$ cat src/rtl/n2tmux_rr.sv
// Registered N-channel by W-bit multiplexer with valid/ready handshakes.
// Selects by a fixed index (mode 0) or by round-robin arbitration (mode 1).
module n2tmux_rr #(
  parameter int WIDTH    = 16,
  parameter int CHANNELS = 4,
  localparam int SEL_W   = $clog2(CHANNELS)
) (
  input  logic                      clk,
  input  logic                      rst_n,
  input  logic                      mode,
  input  logic [SEL_W-1:0]          sel,
  input  logic [CHANNELS*WIDTH-1:0] in_data,
  input  logic [CHANNELS-1:0]       in_valid,
  output logic [CHANNELS-1:0]       in_ready,
  output logic [WIDTH-1:0]          out_data,
  output logic [SEL_W-1:0]          out_chan,
  output logic                      out_valid,
  input  logic                      out_ready
);

  logic                load_en;
  logic                accept;
  logic                found;
  logic [CHANNELS-1:0] grant;
  logic [SEL_W-1:0]    grant_idx;
  logic [WIDTH-1:0]    grant_data;
  logic [SEL_W-1:0]    ptr;

  assign load_en  = !out_valid | out_ready;
  assign in_ready = (load_en && rst_n) ? grant : '0;
  assign accept   = |in_ready;

  // Round-robin searches from ptr+1 upward, wrapping, so ptr itself is last.
  always_comb begin
    grant     = '0;
    grant_idx = '0;
    found     = 1'b0;
    if (!mode) begin
      for (int i = 0; i < CHANNELS; i++) begin
        if (int'(sel) == i && in_valid[i]) begin
          grant[i]  = 1'b1;
          grant_idx = SEL_W'(i);
        end
      end
    end else begin
      for (int off = 1; off <= CHANNELS; off++) begin
        for (int i = 0; i < CHANNELS; i++) begin
          if (!found && i == (int'(ptr) + off) % CHANNELS && in_valid[i]) begin
            found     = 1'b1;
            grant[i]  = 1'b1;
            grant_idx = SEL_W'(i);
          end
        end
      end
    end
  end

  always_comb begin
    grant_data = '0;
    for (int i = 0; i < CHANNELS; i++) begin
      if (grant[i]) grant_data = in_data[i*WIDTH +: WIDTH];
    end
  end

  always_ff @(posedge clk or negedge rst_n) begin
    if (!rst_n) begin
      out_data  <= '0;
      out_chan  <= '0;
      out_valid <= 1'b0;
      ptr       <= SEL_W'(CHANNELS - 1);
    end else if (accept) begin
      out_data  <= grant_data;
      out_chan  <= grant_idx;
      out_valid <= 1'b1;
      ptr       <= grant_idx;
    end else if (out_ready) begin
      out_valid <= 1'b0;
    end
  end

endmodule
$ cat config.mk
export PLATFORM = sky130hd
export DESIGN_NAME = n2tmux_rr
export DESIGN_NICKNAME = d
export VERILOG_FILES = /design/src/rtl/n2tmux_rr.sv
export SDC_FILE = /design/constraint.sdc
export NUM_CORES = 1
export LEC_CHECK = 0
export CORE_ASPECT_RATIO = 1.25
export CORE_MARGIN = 3
export CORE_UTILIZATION = 40
export DETAILED_ROUTE_END_ITERATION = 10
export GPL_TIMING_DRIVEN = 0
export PLACE_DENSITY = 0.86
export SYNTH_ARGS = -nofsm -noshare
export SYNTH_HDL_FRONTEND = slang
export SYNTH_SLANG_ARGS = --single-unit
$ cat constraint.sdc
create_clock -name clk -period 3.9 [get_ports clk]
set_input_delay 0.78 -clock clk [delete_from_list [all_inputs] [get_ports clk]]
set_output_delay 0.78 -clock clk [all_outputs]
set_load 0.01 [all_outputs]
==> Word-level counts from Yosys, hierarchy flattened <==
Cells that the tools add are included.
{ "totals": {"regBits": 21, "input_bits": 74, "word_cells": 167} }
{ "op_classes": {"n_addsub": 4, "n_eq_ne": 15, "muxes": 76, "bitwise": 5, "reduce_logical": 63} }
{ "op_table": {"columns": ["op", "count"], "rows": [
  ["$logic_not 32->1", 4],
  ["$mux 16", 4],
  ["$mux 1", 53],
  ["$logic_and 1x1->1", 36],
  ["$mux 2", 17],
  ["$eq 3x3->1 const A", 8],
  ["$logic_not 1->1", 16],
  ["$eq 2x3->1 const A", 4],
  ["$mux 4", 2],
  ["$reduce_or 2->1", 4],
  ["$add 2x1->2 const B", 2],
  ["$add 2x2->2 const B", 2],
  ["$and 1x1->1 const A", 4],
  ["$eq 2x2->1 const B", 2],
  ["$reduce_or 4->1", 1],
  ["$eq 2x1->1 const B", 1],
  ["$logic_not 2->1", 1],
  ["$reduce_bool 2->1", 1],
  ["$or 1x1->1", 1]
]} }

==> Logic depth before layout (Yosys ltp) <==
Gate-level depths: netlist of the first run.
{ "logic_depth": {"word_depth": 86, "ltp_mapped": 9, "ltp_nobuf": 6} }

==> Worst setup path after synthesis of the first run <==
OpenSTA, ideal clock, no wires.
{ "synth_timing": {"path_type": "input port to output port", "from": "input port in_valid[1]", "to": "output port in_ready[3]", "t_arrival_ns": 1.909, "required_time_ns": 3.120, "path_slack_ns": 1.211, "path_stages": 7, "path_buffers": 3, "cell_sequence": "buf_6 > nor3_2 > a21oi_1 > a311o_1 > buf_4 > buf_2 > nor2_1"} }
{ "synth_between": {"elab_chain_cells": 74, "elab_cells_between_ends": 77, "cone_classes": "34 x mux; 43 x reduce/logical"} }
{ "synth_lines": {"columns": ["element", "line", "text"], "rows": [
  ["from (decl)", "13", "input logic [CHANNELS-1:0] in_valid,"],
  ["$logic_and 1x1->1", "48", "if (!found && i == (int'(ptr) + off) % CHANNELS && in_valid[i]) begin"],
  ["$mux 1", "48", null],
  ["$mux 1", "38", "if (!mode) begin"],
  ["$logic_not 1->1", "48", null],
  ["$logic_and 1x1->1 (2 in a row)", "48", null],
  ["$mux 1", "48", null],
  ["$mux 1", "38", null],
  ["$logic_not 1->1", "48", null],
  ["[... 55 more ...]", null, null],
  ["$logic_and 1x1->1 (2 in a row)", "48", null],
  ["$mux 1", "48", null],
  ["$mux 1", "38", null],
  ["$logic_not 1->1", "48", null],
  ["$logic_and 1x1->1 (2 in a row)", "48", null],
  ["$mux 1 (*)", "48", null],
  ["$mux 4 (*)", "38", null],
  ["$mux 4 (*)", "30", "assign in_ready = (load_en && rst_n) ? grant : '0;"],
  ["to (decl)", "14", "output logic [CHANNELS-1:0] in_ready,"]
]} }
Every way passes the cells marked *; elsewhere a longest branch is shown, timed or not. The select of a mux whose other input is x is not followed.

==> Final worst setup path of the first run <==
{ "layout_timing": {"from": "input port sel[1]", "to": "output port in_ready[3]"} }
{ "layout_between": {"elab_chain_cells": 5} }
{ "layout_lines": {"columns": ["element", "line", "text"], "rows": [
  ["from (decl)", "11", "input logic [SEL_W-1:0] sel,"],
  ["$eq 2x1->1", "40", "if (int'(sel) == i && in_valid[i]) begin"],
  ["$logic_and 1x1->1", "40", null],
  ["$mux 1", "40", null],
  ["$mux 4", "38", null],
  ["$mux 4", "30", null]
]} }
Every way passes these cells.

==> qor.json, run 1 <==
{
  "first_global_vias": {"value": 1781},
  "largest_area_contributor_in_the_netlist": {"value": "sky130_fd_sc_hd__dfrtp_1"},
  "critical_path_required": {"value": 3.12, "unit": "ns"},
  "area_delta_synth_final": {"value": 67.66, "unit": "%"},
  "worst_hold_launch": {"value": "out_chan[1]"},
  "synth_area": {"value": 0.001551, "unit": "sq mm"},
  "number_of_drc_violations_after_detailed_routing_iteration_0": {"value": 149},
  "instances_no_fill": {"value": 290},
  "viasPerCell": {"value": 5.769},
  "synth_top_area_share": {"value": 30.65, "unit": "%"},
  "commonest_non_fill_non_tap_cells_in_the_layout": {"value": "sky130_fd_sc_hd__clkdlybuf4s50_1, sky130_fd_sc_hd__nand2_1, sky130_fd_sc_hd__dfrtp_1"},
  "min_period": {"value": 3.742, "unit": "ns"},
  "inserted_clock_buffers": {"value": 3},
  "timing.rr.end": {"value": "out_data[13]"},
  "place_hpwl": {"value": 3.934, "unit": "mm"},
  "timing.final.setup_violations": {"value": 0},
  "track_usage": {"value": 23.29, "unit": "%"},
  "antenna_found_initial": {"value": 0},
  "buffer_ports.inserted": {"value": 95},
  "clk_transition_reported_paths": {"value": 0.08, "unit": "ns"},
  "route.vias.total": {"value": 1673},
  "cp_common_cell": {"value": "sky130_fd_sc_hd__clkdlybuf4s50_1"},
  "power_switching_share": {"value": 38.13, "unit": "%"},
  "final_layout_size_suffix_gt1_share": {"value": 19.12, "unit": "%"},
  "h_tree_levels": {"value": 1},
  "placeableCoreArea": {"value": 0.003603, "unit": "sq mm"},
  "diodes": {"value": 0},
  "yosysWarningCount": {"value": 0},
  "syn_area_per_cell": {"value": 10.21, "unit": "sq um"},
  "yosys-top-cells-area": {"value": "sky130_fd_sc_hd__dfrtp_1, sky130_fd_sc_hd__a221oi_2, sky130_fd_sc_hd__o31ai_2"},
  "power.clock.fraction": {"value": 10.9, "unit": "%"},
  "cts_tree": {"value": "done"},
  "total_nets_final": {"value": 326},
  "holdPathEnd": {"value": "out_chan[1]"},
  "grt_setup_unrepaired": {"value": "false"},
  "finalWeightedCongestion": {"value": 0.8941},
  "net_count_of_the_mapped_netlist": {"value": 226},
  "timing.max_slew.rel_slack": {"value": 33.38, "unit": "%"},
  "cts_sinks": {"value": 21},
  "regToRegSetupSlack": {"value": 1.77, "unit": "ns"},
  "cts_root_buffer": {"value": "sky130_fd_sc_hd__clkbuf_8"},
  "timing.critical_path.slowest_stage_cell": {"value": "sky130_fd_sc_hd__clkdlybuf4s50_1"},
  "finalHoldViolations": {"value": 0},
  "worst_setup_path_start_kind": {"value": "input pin"},
  "timing.hold.worst.class": {"value": "reg -> reg"},
  "post-cts-setup-buffers": {"value": 0},
  "power.net_switching": {"value": 0.5119, "unit": "mW"},
  "power": {"value": 1.343, "unit": "mW"},
  "postRouteAntennaNets": {"value": 0},
  "timing.rr.start": {"value": "ptr[1]"},
  "grt_start_max_net_pins": {"value": 23},
  "crit_chain": {"value": "clkdlybuf4s50_1 > a21oi_1 > a311o_1 > buf_4 > buf_2 > nor2_1 > clkdlybuf4s50_1"},
  "flip_flop_and_latch_count_after_synthesis": {"value": 21},
  "synth_cells": {"value": 152},
  "average_wire_per_cell_in_the_routed_design": {"value": 17.48, "unit": "um"},
  "result_of_the_run": {"value": "finished, final reports clean"},
  "place_inst": {"value": 286},
  "final.setup_skew": {"value": 0.003234, "unit": "ns"},
  "cts_hold_buffers": {"value": 0},
  "timing.reg2reg.worst_path_depth": {"value": 8},
  "critical_path.max_fanout": {"value": 10},
  "pwr-share-seq": {"value": 28.7, "unit": "%"},
  "clockBufferDepth": {"value": 2},
  "max_freq": {"value": 0.2673, "unit": "GHz"},
  "clkLatencyLatePin": {"value": 0.26, "unit": "ns"},
  "top_level_i_o_count": {"value": 97},
  "layout_commonest_cell": {"value": "sky130_fd_sc_hd__clkdlybuf4s50_1"},
  "rows": {"value": 24},
  "synth.yosys.seq_area_share": {"value": 34.03, "unit": "%"},
  "post-route-drc-count": {"value": 0},
  "grt_first_pass_wirelength": {"value": 8.038, "unit": "mm"},
  "gr_ovfl_total": {"value": 0},
  "horiz_die_dim": {"value": 61.71, "unit": "um"},
  "worstMarginPinSlew": {"value": 0.9994, "unit": "ns"},
  "drtPass1Iterations": {"value": 4},
  "setup_crit_end_kind": {"value": "output pin"},
  "intPower": {"value": 0.8306, "unit": "mW"},
  "number_of_pins_with_negative_max_slew_slack_in_the_final_report": {"value": 0},
  "slowest_delay": {"value": 0.60, "unit": "ns"},
  "cap_violations": {"value": 0},
  "final_min_period_over_clock_period": {"value": 95.94, "unit": "%"},
  "hold-path-cell-count": {"value": 1},
  "critPathKind": {"value": "in -> out"},
  "fp.dieH": {"value": 75.63, "unit": "um"},
  "floorplan.die_area": {"value": 0.004667, "unit": "sq mm"},
  "worstPathArrival": {"value": 2.96, "unit": "ns"},
  "netlist-cell-type-count": {"value": 37},
  "power-per-cell-area": {"value": 516.1, "unit": "mW/mm^2"},
  "detail_route.wirelength": {"value": 5.070, "unit": "mm"},
  "vdd_ir_drop_max": {"value": 0.2302, "unit": "mV"},
  "total_leakage_power": {"value": 1.056, "unit": "nW"},
  "floorplan.initialDensity": {"value": 43.06, "unit": "%"},
  "pwr-share-comb": {"value": 60.4, "unit": "%"}
}
==> how the worst max path moves through the flow <==
stage | start | cells after the start | to
floorplan | in_valid[1] | 7 | in_ready[3]
global placement | rst_n | 4 | in_ready[3]
detailed placement | rst_n | 4 | in_ready[0]
CTS | in_valid[0] | 8 | in_ready[3]
global route | in_valid[3] | 8 | in_ready[2]
finish | sel[1] | 7 | in_ready[3]
==> routing by layer <==
layer / share of wire, % / global-route usage (%) / vias to the layer above / wire length [um]
met2: 52 / 39.12 / 69 / 2640
met4: 1.7 / 8.491 / 0 / 87
met1: 39 / 27.72 / 799 / 1965
met5: 0 / 0 / - / 0
li1: - / - / 797 / -
met3: 7.4 / 7.119 / 8 / 376
==> area by class of cell <==
cell class,instances,area [sq um]
repair buffers,95,954.7
fillers,261,1002
well taps,39,48.80
inverters,3,11.26
flip-flops and latches,21,528.0
plain buffers,14,121.4
multi-input cells,114,890.9
clock inverters,1,5.005
clock buffers,3,41.29
==> logic make-up after synthesis <==
logic type      count (synthesis)  share of synthesized area [%]
compound gates                 72                          43.39
buf+inv                        17                          8.548
flops                          21                          34.03
mux                             1                         0.6452
simple gates                   41                          13.39
==> power by group through the flow <==
| stage | clock [mW] | sequential (mW) | combinational [mW] |
|---|---|---|---|
| after floorplan | 0 | 0.431 | 0.397 |
| after global placement | 0 | 0.386 | 0.798 |
| after detailed placement | 0 | 0.390 | 0.813 |
| after CTS | 0.150 | 0.386 | 0.817 |
| after global routing | 0.156 | 0.399 | 0.876 |
| final | 0.147 | 0.385 | 0.811 |
==> stage by stage <==
stage	area [sq um]	setup TNS (ns)	setup slack (ns)	util [%]	hold WS, ns
4_1_cts	2596	0	0.05532	72.05	0.4833
3_3_place_gp	2551	0	0.02593	70.80	0.4624
2_1_floorplan	1551	0	1.211	-	0.4844
3_5_place_dp	2551	-0.003494	-0.003494	70.80	0.4648
5_1_grt	2601	0	0.04922	72.19	0.5062
6_report	2601	0	0.1584	72.19	0.4794
==> synth_stat cells <==
cell                        instances
sky130_fd_sc_hd__a41oi_1            1
sky130_fd_sc_hd__a31oi_2            1
sky130_fd_sc_hd__o21ai_2            1
sky130_fd_sc_hd__nand2_2            1
sky130_fd_sc_hd__o21ai_1            2
sky130_fd_sc_hd__o31ai_4            1
sky130_fd_sc_hd__buf_2              4
sky130_fd_sc_hd__nor3b_1            2
sky130_fd_sc_hd__dfstp_2            2
sky130_fd_sc_hd__o2111a_1           1
sky130_fd_sc_hd__o21ai_0            2
sky130_fd_sc_hd__o21bai_1           1
sky130_fd_sc_hd__nand2_8            1
sky130_fd_sc_hd__a211oi_2           1
sky130_fd_sc_hd__a21o_1             3
sky130_fd_sc_hd__o31ai_1            6
sky130_fd_sc_hd__nand2b_1           5
sky130_fd_sc_hd__a221oi_1           5
sky130_fd_sc_hd__nor2b_1            1
sky130_fd_sc_hd__dfrtp_1           19
sky130_fd_sc_hd__a21oi_1            6
sky130_fd_sc_hd__mux2i_1            1
sky130_fd_sc_hd__a311o_1            1
sky130_fd_sc_hd__nand3_1            1
sky130_fd_sc_hd__nor2_1             8
sky130_fd_sc_hd__nand2_1           20
sky130_fd_sc_hd__o31ai_2           10
sky130_fd_sc_hd__nor4b_1            1
sky130_fd_sc_hd__nor3_2             1
sky130_fd_sc_hd__o22ai_1           16
sky130_fd_sc_hd__a41o_1             2
sky130_fd_sc_hd__buf_4              4
sky130_fd_sc_hd__buf_6              5
sky130_fd_sc_hd__buf_8              1
sky130_fd_sc_hd__a2bb2oi_1          1
sky130_fd_sc_hd__inv_1              3
sky130_fd_sc_hd__a221oi_2          11
==> registers in the layout (all words and copies together) (netlist names) <==
signal     cells
out_data      16
out_chan       2
out_valid      1
ptr            2
==> worst max-delay path, delay by kind of cell <==
kind | cells | cell delay [ns]
compound gates | 2 | 0.47
simple gates | 1 | 0.11
buf+inv | 4 | 1.60
==> timing repair <==
| item | CTS | global route |
|---|---|---|
| gates resized for setup | 1 | 2 |
| endpoints found under the setup margin | 1 | 1 |
| pin swaps | 0 | 0 |
(Power assumes the default switching activity.)
==> run 2: changes to the inputs <==
Settings changed: CTS_CLUSTER_SIZE from default to 16, HOLD_SLACK_MARGIN from default to 0.02, SLEW_MARGIN from default to 15.
==> results of run 2 <==
No change in the layout: final DEF, timing and power equal those of run 1.
==> edit 1, RTL diff (settings of run 2) <==
The parameter `WIDTH` goes from 16 to 14.
--- a/src/rtl/n2tmux_rr.sv
+++ b/src/rtl/n2tmux_rr.sv
@@ -1,7 +1,7 @@
 // Registered N-channel by W-bit multiplexer with valid/ready handshakes.
 // Selects by a fixed index (mode 0) or by round-robin arbitration (mode 1).
 module n2tmux_rr #(
-  parameter int WIDTH    = 16,
+  parameter int WIDTH    = 14,
   parameter int CHANNELS = 4,
   localparam int SEL_W   = $clog2(CHANNELS)
 ) (
Ports: changed (resized in_data and out_data); port bits go from 97 to 87. No check against the original RTL was run, so the function may have changed too.
==> edit 1 against run 2 <==
Wire length down 10%. Final area decreased by 14%. Power shrank 15%. Cell count decreased by 9.7%. Critical path depth increased by 1. Area after synthesis is 15% lower. Critical path type unchanged. Sequential cell count is 2 lower. First-iteration DRC count fell by 53%. Setup slack got worse by 0.054 ns.
==> edit 1: results (changes against run 2) <==
The flow ran to the end, and the final reports show no timing, DRC or antenna violations. The clock transition at the registers of the reported paths was 0.11 ns (+0.03 ns). In the final layout, the registers with the most flip-flops are out_data: 14 flops, out_chan: 2 flops, ptr: 2 flops. The placed wire-length estimate after detailed placement is 3.676 mm (-6.6%). The leakage component of the power is 0.8924 nW (-15%). The share of flip-flops with an asynchronous set or reset after synthesis is 100.0% (unchanged). The proportion of layout cells with a drive suffix above 1 is 12.39% (-6.7 points). The first-iteration detailed-routing DRC count is 70 (-53%).

The fraction of the yosys area taken by sequential cells is 36.21% (+2.2 points). The synthesized area per cell is 9.497 um2 (-7.0%). The commonest cells after synthesis are 18 x sky130_fd_sc_hd__nand2_1, 17 x sky130_fd_sc_hd__dfrtp_1, 14 x sky130_fd_sc_hd__a221oi_1, 14 x sky130_fd_sc_hd__o22ai_1, 11 x sky130_fd_sc_hd__o31ai_2. The initial antenna violation count came out at 0 (unchanged). The clock network latency to the later pin of the worst-skew pair is 0.30 ns (+0.04 ns). The via count of the first global-routing pass is 1660 (-6.8%).

The post-cts sizing count came to 0 (-1). The relative contribution of the clock network to total power is 8.9% (-2.0 points). The post-CTS setup-driven buffer insertion count came out at 0 (unchanged). The total number of vias came out at 1561 (-6.7%). The largest voltage drop on the vdd net came out at 279.7 uV (+22%). The pin count of the biggest net entering global routing is 21 (-8.7%). The cell sitting at the root of the clock tree is a sky130_fd_sc_hd__clkbuf_4. The buffer depth of the longest clock path was 2 (unchanged). The largest driver fanout on the critical path is 10 (unchanged). The number of nets in the synthesized netlist came out at 205 (-9.3%).

In this run the most critical hold path is launched from out_data[3]. The power attributed to combinational cells came out at 0.678 mW (-16%). The internal power contribution is 0.6985 mW (-16%). The wire length of the first global-routing pass is 7.569 mm (-5.8%). The count of nets after finishing is 293 (-10%). The worst clock skew is 0.002622 ns (-0.0006120 ns).

The data arrival at the endpoint of the critical path was 3.02 ns (+0.06 ns). The most critical setup path has its startpoint at in_valid[0]. The number of buffers added by the clock tree synthesis step is 3 (unchanged).

By area the synthesized netlist is led by sky130_fd_sc_hd__dfrtp_1 32%, sky130_fd_sc_hd__o31ai_2 10%, sky130_fd_sc_hd__a221oi_1 9.3%. The largest incremental delay on the critical path came to 0.56 ns (-0.04 ns). The routability congestion estimate from global placement is 0.8709 (-2.6%). The average detailed-routed wire length per instance came to 17.37 um (-0.64%).

The post-route non-filler standard cell count is 262 (-9.7%). The count of port buffers added during placement is 84 (-12%). The worst slew margin relative to its limit came out at 39.95% (+6.6 points). The largest individual stage delay along the critical path comes from the cell sky130_fd_sc_hd__clkdlybuf4s50_1.

The worst register-to-register path begins at ptr[1]. The H-tree depth is 1 (unchanged). The overall routing resource usage is 23.76% (+0.47 points). The post-placement cell count came out at 259 (-9.4%). The unique cell type count in the Yosys netlist is 31 (-16%).
edit 1: stage by stage:
step | power, mW | hold WS [ns] | setup slack [ns] | utilization (%) | cell area, um2
after CTS | 1.145 | 0.4962 | 0.04917 | 73.05 | 2232
after global placement | 1.016 | 0.4623 | 0.1113 | 72.19 | 2206
final | 1.135 | 0.4930 | 0.1049 | 73.01 | 2231
after detailed placement | 1.040 | 0.4707 | 0.05989 | 72.19 | 2206
after floorplan | 0.7064 | 0.4844 | 1.226 | - | 1320
after global routing | 1.217 | 0.5095 | 0.01776 | 73.01 | 2231
edit 1: cells by family (layout without fill, tap and decap cells):
logic type	Yosys count	count (layout)	synth area share [%]
compound gates	68	68	43.03
buf+inv	17	104	8.151
flops	19	19	36.21
mux	1	1	0.7583
simple gates	34	34	11.85
edit 1: area by class of cell:
class,instances,area [um2]
clock buffer,4,26.28
fill,248,824.5
tap,36,45.04
multi-input combinational,103,734.5
sequential,19,478.0
inverter,3,11.26
buffer,13,92.59
timing repair buffer,84,843.3
edit 1: path summary, 6_finish.rpt:
path                                to  depth (start not counted)  slack, ns
min in group asynchronous  out_data[5]                          1       0.59
max in group asynchronous  out_chan[0]                          1       2.76
max                        in_ready[3]                          8       0.10
max reg2reg                out_data[8]                          8       1.36
min reg2reg                out_data[3]                          2       0.49
min                        out_data[3]                          2       0.49
edit 1: routing by layer:
metal | vias up | GRT usage [%] | part of all wire, %
met5 | - | 0 | 0
met4 | 0 | 10.82 | 2.9
met3 | 12 | 6.654 | 8.3
met2 | 76 | 41.21 | 52
met1 | 747 | 26.12 | 37
li1 | 726 | - | -
edit 1: critical path: cells and delay by family:
kind | cells | cell delay (ns)
AND/OR/NAND/NOR | 2 | 0.37
AO/OA/AOI/OAI | 2 | 0.39
buffers and inverters | 4 | 1.48
==> edit 2, RTL diff (flow settings as in run 2) <==
Without the edit above. Add an input register stage for `mode`, with the module's reset; this delays it by one clock. The other inputs are not delayed to match.
--- a/src/rtl/n2tmux_rr.sv
+++ b/src/rtl/n2tmux_rr.sv
@@ -18,6 +18,16 @@
   input  logic                      out_ready
 );
 
+  logic mode_q;
+
+  always_ff @(posedge clk or negedge rst_n) begin
+    if (!rst_n) begin
+      mode_q <= '0;
+    end else begin
+      mode_q <= mode;
+    end
+  end
+
   logic                load_en;
   logic                accept;
   logic                found;
@@ -35,7 +45,7 @@
     grant     = '0;
     grant_idx = '0;
     found     = 1'b0;
-    if (!mode) begin
+    if (!mode_q) begin
       for (int i = 0; i < CHANNELS; i++) begin
         if (int'(sel) == i && in_valid[i]) begin
           grant[i]  = 1'b1;
Check against the original RTL: not settled (the Yosys comparison gave no result); the edit may change what the design does.
==> edit 2 against run 2 <==
Wire length shrank 3.0%. Global-route usage shrank 2.0 points. Final area grew 2.5%. Setup slack lost 0.029 ns. Die area grew 1.5%. Clock power grew 45%. Core utilization grew 1.2 points. Via count shrank 2.0%. Clock skew is essentially flat. Worst hold slack gained 0.0037 ns. Power grew 5.1%. Synthesized cell count grew 0.66%. Area after synthesis grew 1.6%. Sequential cell count grew 1. Largest power group unchanged.
==> edit 2: results (changes against run 2) <==
The run finished with clean final reports. The proportion of synthesized area in mux cells is 0.6349% (-0.010 points). The leakage component of the power came out at 1.069 nW (+1.2%). The fraction of the yosys area taken by sequential cells is 35.08% (+1.0 points).

The first-pass iteration count of the detailed router came out at 6 (+2). The commonest cells after synthesis are 20 x sky130_fd_sc_hd__dfrtp_1, 20 x sky130_fd_sc_hd__nand2_1, 16 x sky130_fd_sc_hd__o22ai_1. The largest voltage drop on the vdd net is 220.6 uV (-4.2%). The synthesized area per cell is 10.30 um2 (+0.95%). The worst clock skew is 0.002899 ns (-0.0003350 ns). The pin count of the biggest net entering global routing came out at 24 (+4.3%). The overall routing resource usage came to 21.28% (-2.0 points). The worst slack after detailed placement came out at 0.01064 ns (+0.01413 ns). The data arrival at the endpoint of the critical path came to 2.99 ns (+0.03 ns). The routability congestion estimate from global placement came out at 0.9006 (+0.73%). The proportion of layout cells with a drive suffix above 1 came out at 19.05% (-0.076 points). The number of nets in the synthesized netlist came out at 227 (+0.44%).

The net load switching power was 0.5044 mW (-1.5%). The worst slew margin relative to its limit was 32.66% (-0.72 points). The average detailed-routed wire length per instance came out at 16.17 um (-7.5%). The per-cell via count in the routed design is 5.391 (-6.5%).

Sorting the synthesized cells by area gives the leading types as sky130_fd_sc_hd__dfrtp_1 32%, sky130_fd_sc_hd__a221oi_2 10%, sky130_fd_sc_hd__o31ai_2 7.9%. The via count of the first global-routing pass came out at 1731 (-2.8%). The post-route non-filler standard cell count is 304 (+4.8%). The wire length of the first global-routing pass came out at 8.245 mm (+2.6%).

The final worst-path cycle share came out at 96.68% (+0.74 points).
[edit 2: cell types whose count changed after synthesis]
cell	delta
sky130_fd_sc_hd__dfrtp_1	+1
[edit 2: path summary, 6_finish.rpt]
check                             from          end  slack [ns]  cells past startpoint
min reg2reg                out_data[8]  out_data[8]        0.48                      2
max reg2reg                     ptr[1]  out_data[0]        1.83                      8
max in group asynchronous        rst_n    out_valid        2.50                      1
max                        in_valid[2]  in_ready[3]        0.13                      8
min in group asynchronous        rst_n  out_data[5]        0.80                      1
min                        out_data[8]  out_data[8]        0.48                      2
[edit 2: cell type report]
cell class	count	area, um2
multi-input combinational	114	890.9
clock buffer	3	41.29
tap	52	65.06
sequential	22	553.0
buffer	14	121.4
timing repair buffer	95	952.2
inverter	3	11.26
fill	284	968.4
clock inverter	1	30.03
[edit 2: routing by layer]
| layer | vias up | GRT usage, % | share of wire, % |
|---|---|---|---|
| met5 | - | 0 | 0 |
| met4 | 0 | 4.867 | 0.96 |
| met3 | 5 | 6.785 | 7.8 |
| met2 | 56 | 38.25 | 52 |
| met1 | 775 | 24.40 | 39 |
| li1 | 803 | - | - |
[edit 2: through the flow]
stage / hold WS, ns / TNS [ns] / instance area (um2)
2_1_floorplan: 0.4844 / 0 / 1577
3_3_place_gp: 0.4613 / -0.06066 / 2592
5_1_grt: 0.5059 / 0 / 2665
4_1_cts: 0.4838 / 0 / 2663
3_5_place_dp: 0.4694 / 0 / 2592
6_report: 0.4831 / 0 / 2665
[edit 2: worst max-delay path: stages]
cell,delay (ns)
sky130_fd_sc_hd__clkdlybuf4s50_1,0.55
sky130_fd_sc_hd__nor2_1,0.15
sky130_fd_sc_hd__a21oi_1,0.08
sky130_fd_sc_hd__a311o_1,0.34
sky130_fd_sc_hd__buf_4,0.20
sky130_fd_sc_hd__buf_2,0.21
sky130_fd_sc_hd__nor2_1,0.12
sky130_fd_sc_hd__clkdlybuf4s50_1,0.57
[edit 2: what timing repair did]
| action | in CTS | in global routing |
|---|---|---|
| hold endpoints to repair | 0 | 0 |
| pin swaps | 0 | 0 |
| setup endpoints to repair | 1 | 1 |
| hold buffers | 0 | 0 |
| gates resized for setup | 1 | 1 |
[edit 2: power by group through the flow]
stage / Combinational, mW / Clock [mW] / Sequential [mW]
floorplan: 0.395 / 0 / 0.442
global placement: 0.796 / 0 / 0.396
detailed placement: 0.804 / 0 / 0.401
CTS: 0.808 / 0.217 / 0.397
global route: 0.866 / 0.227 / 0.410
finish: 0.800 / 0.213 / 0.397
[edit 2: cells by family (layout without fill, tap and decap cells)]
kind of cell / count (synthesis) / in the layout
AOI/OAI and AO/OA: 72 / 72
DFF: 22 / 22
and+or+nand+nor: 41 / 41
muxes: 1 / 1
buffers and inverters: 17 / 116
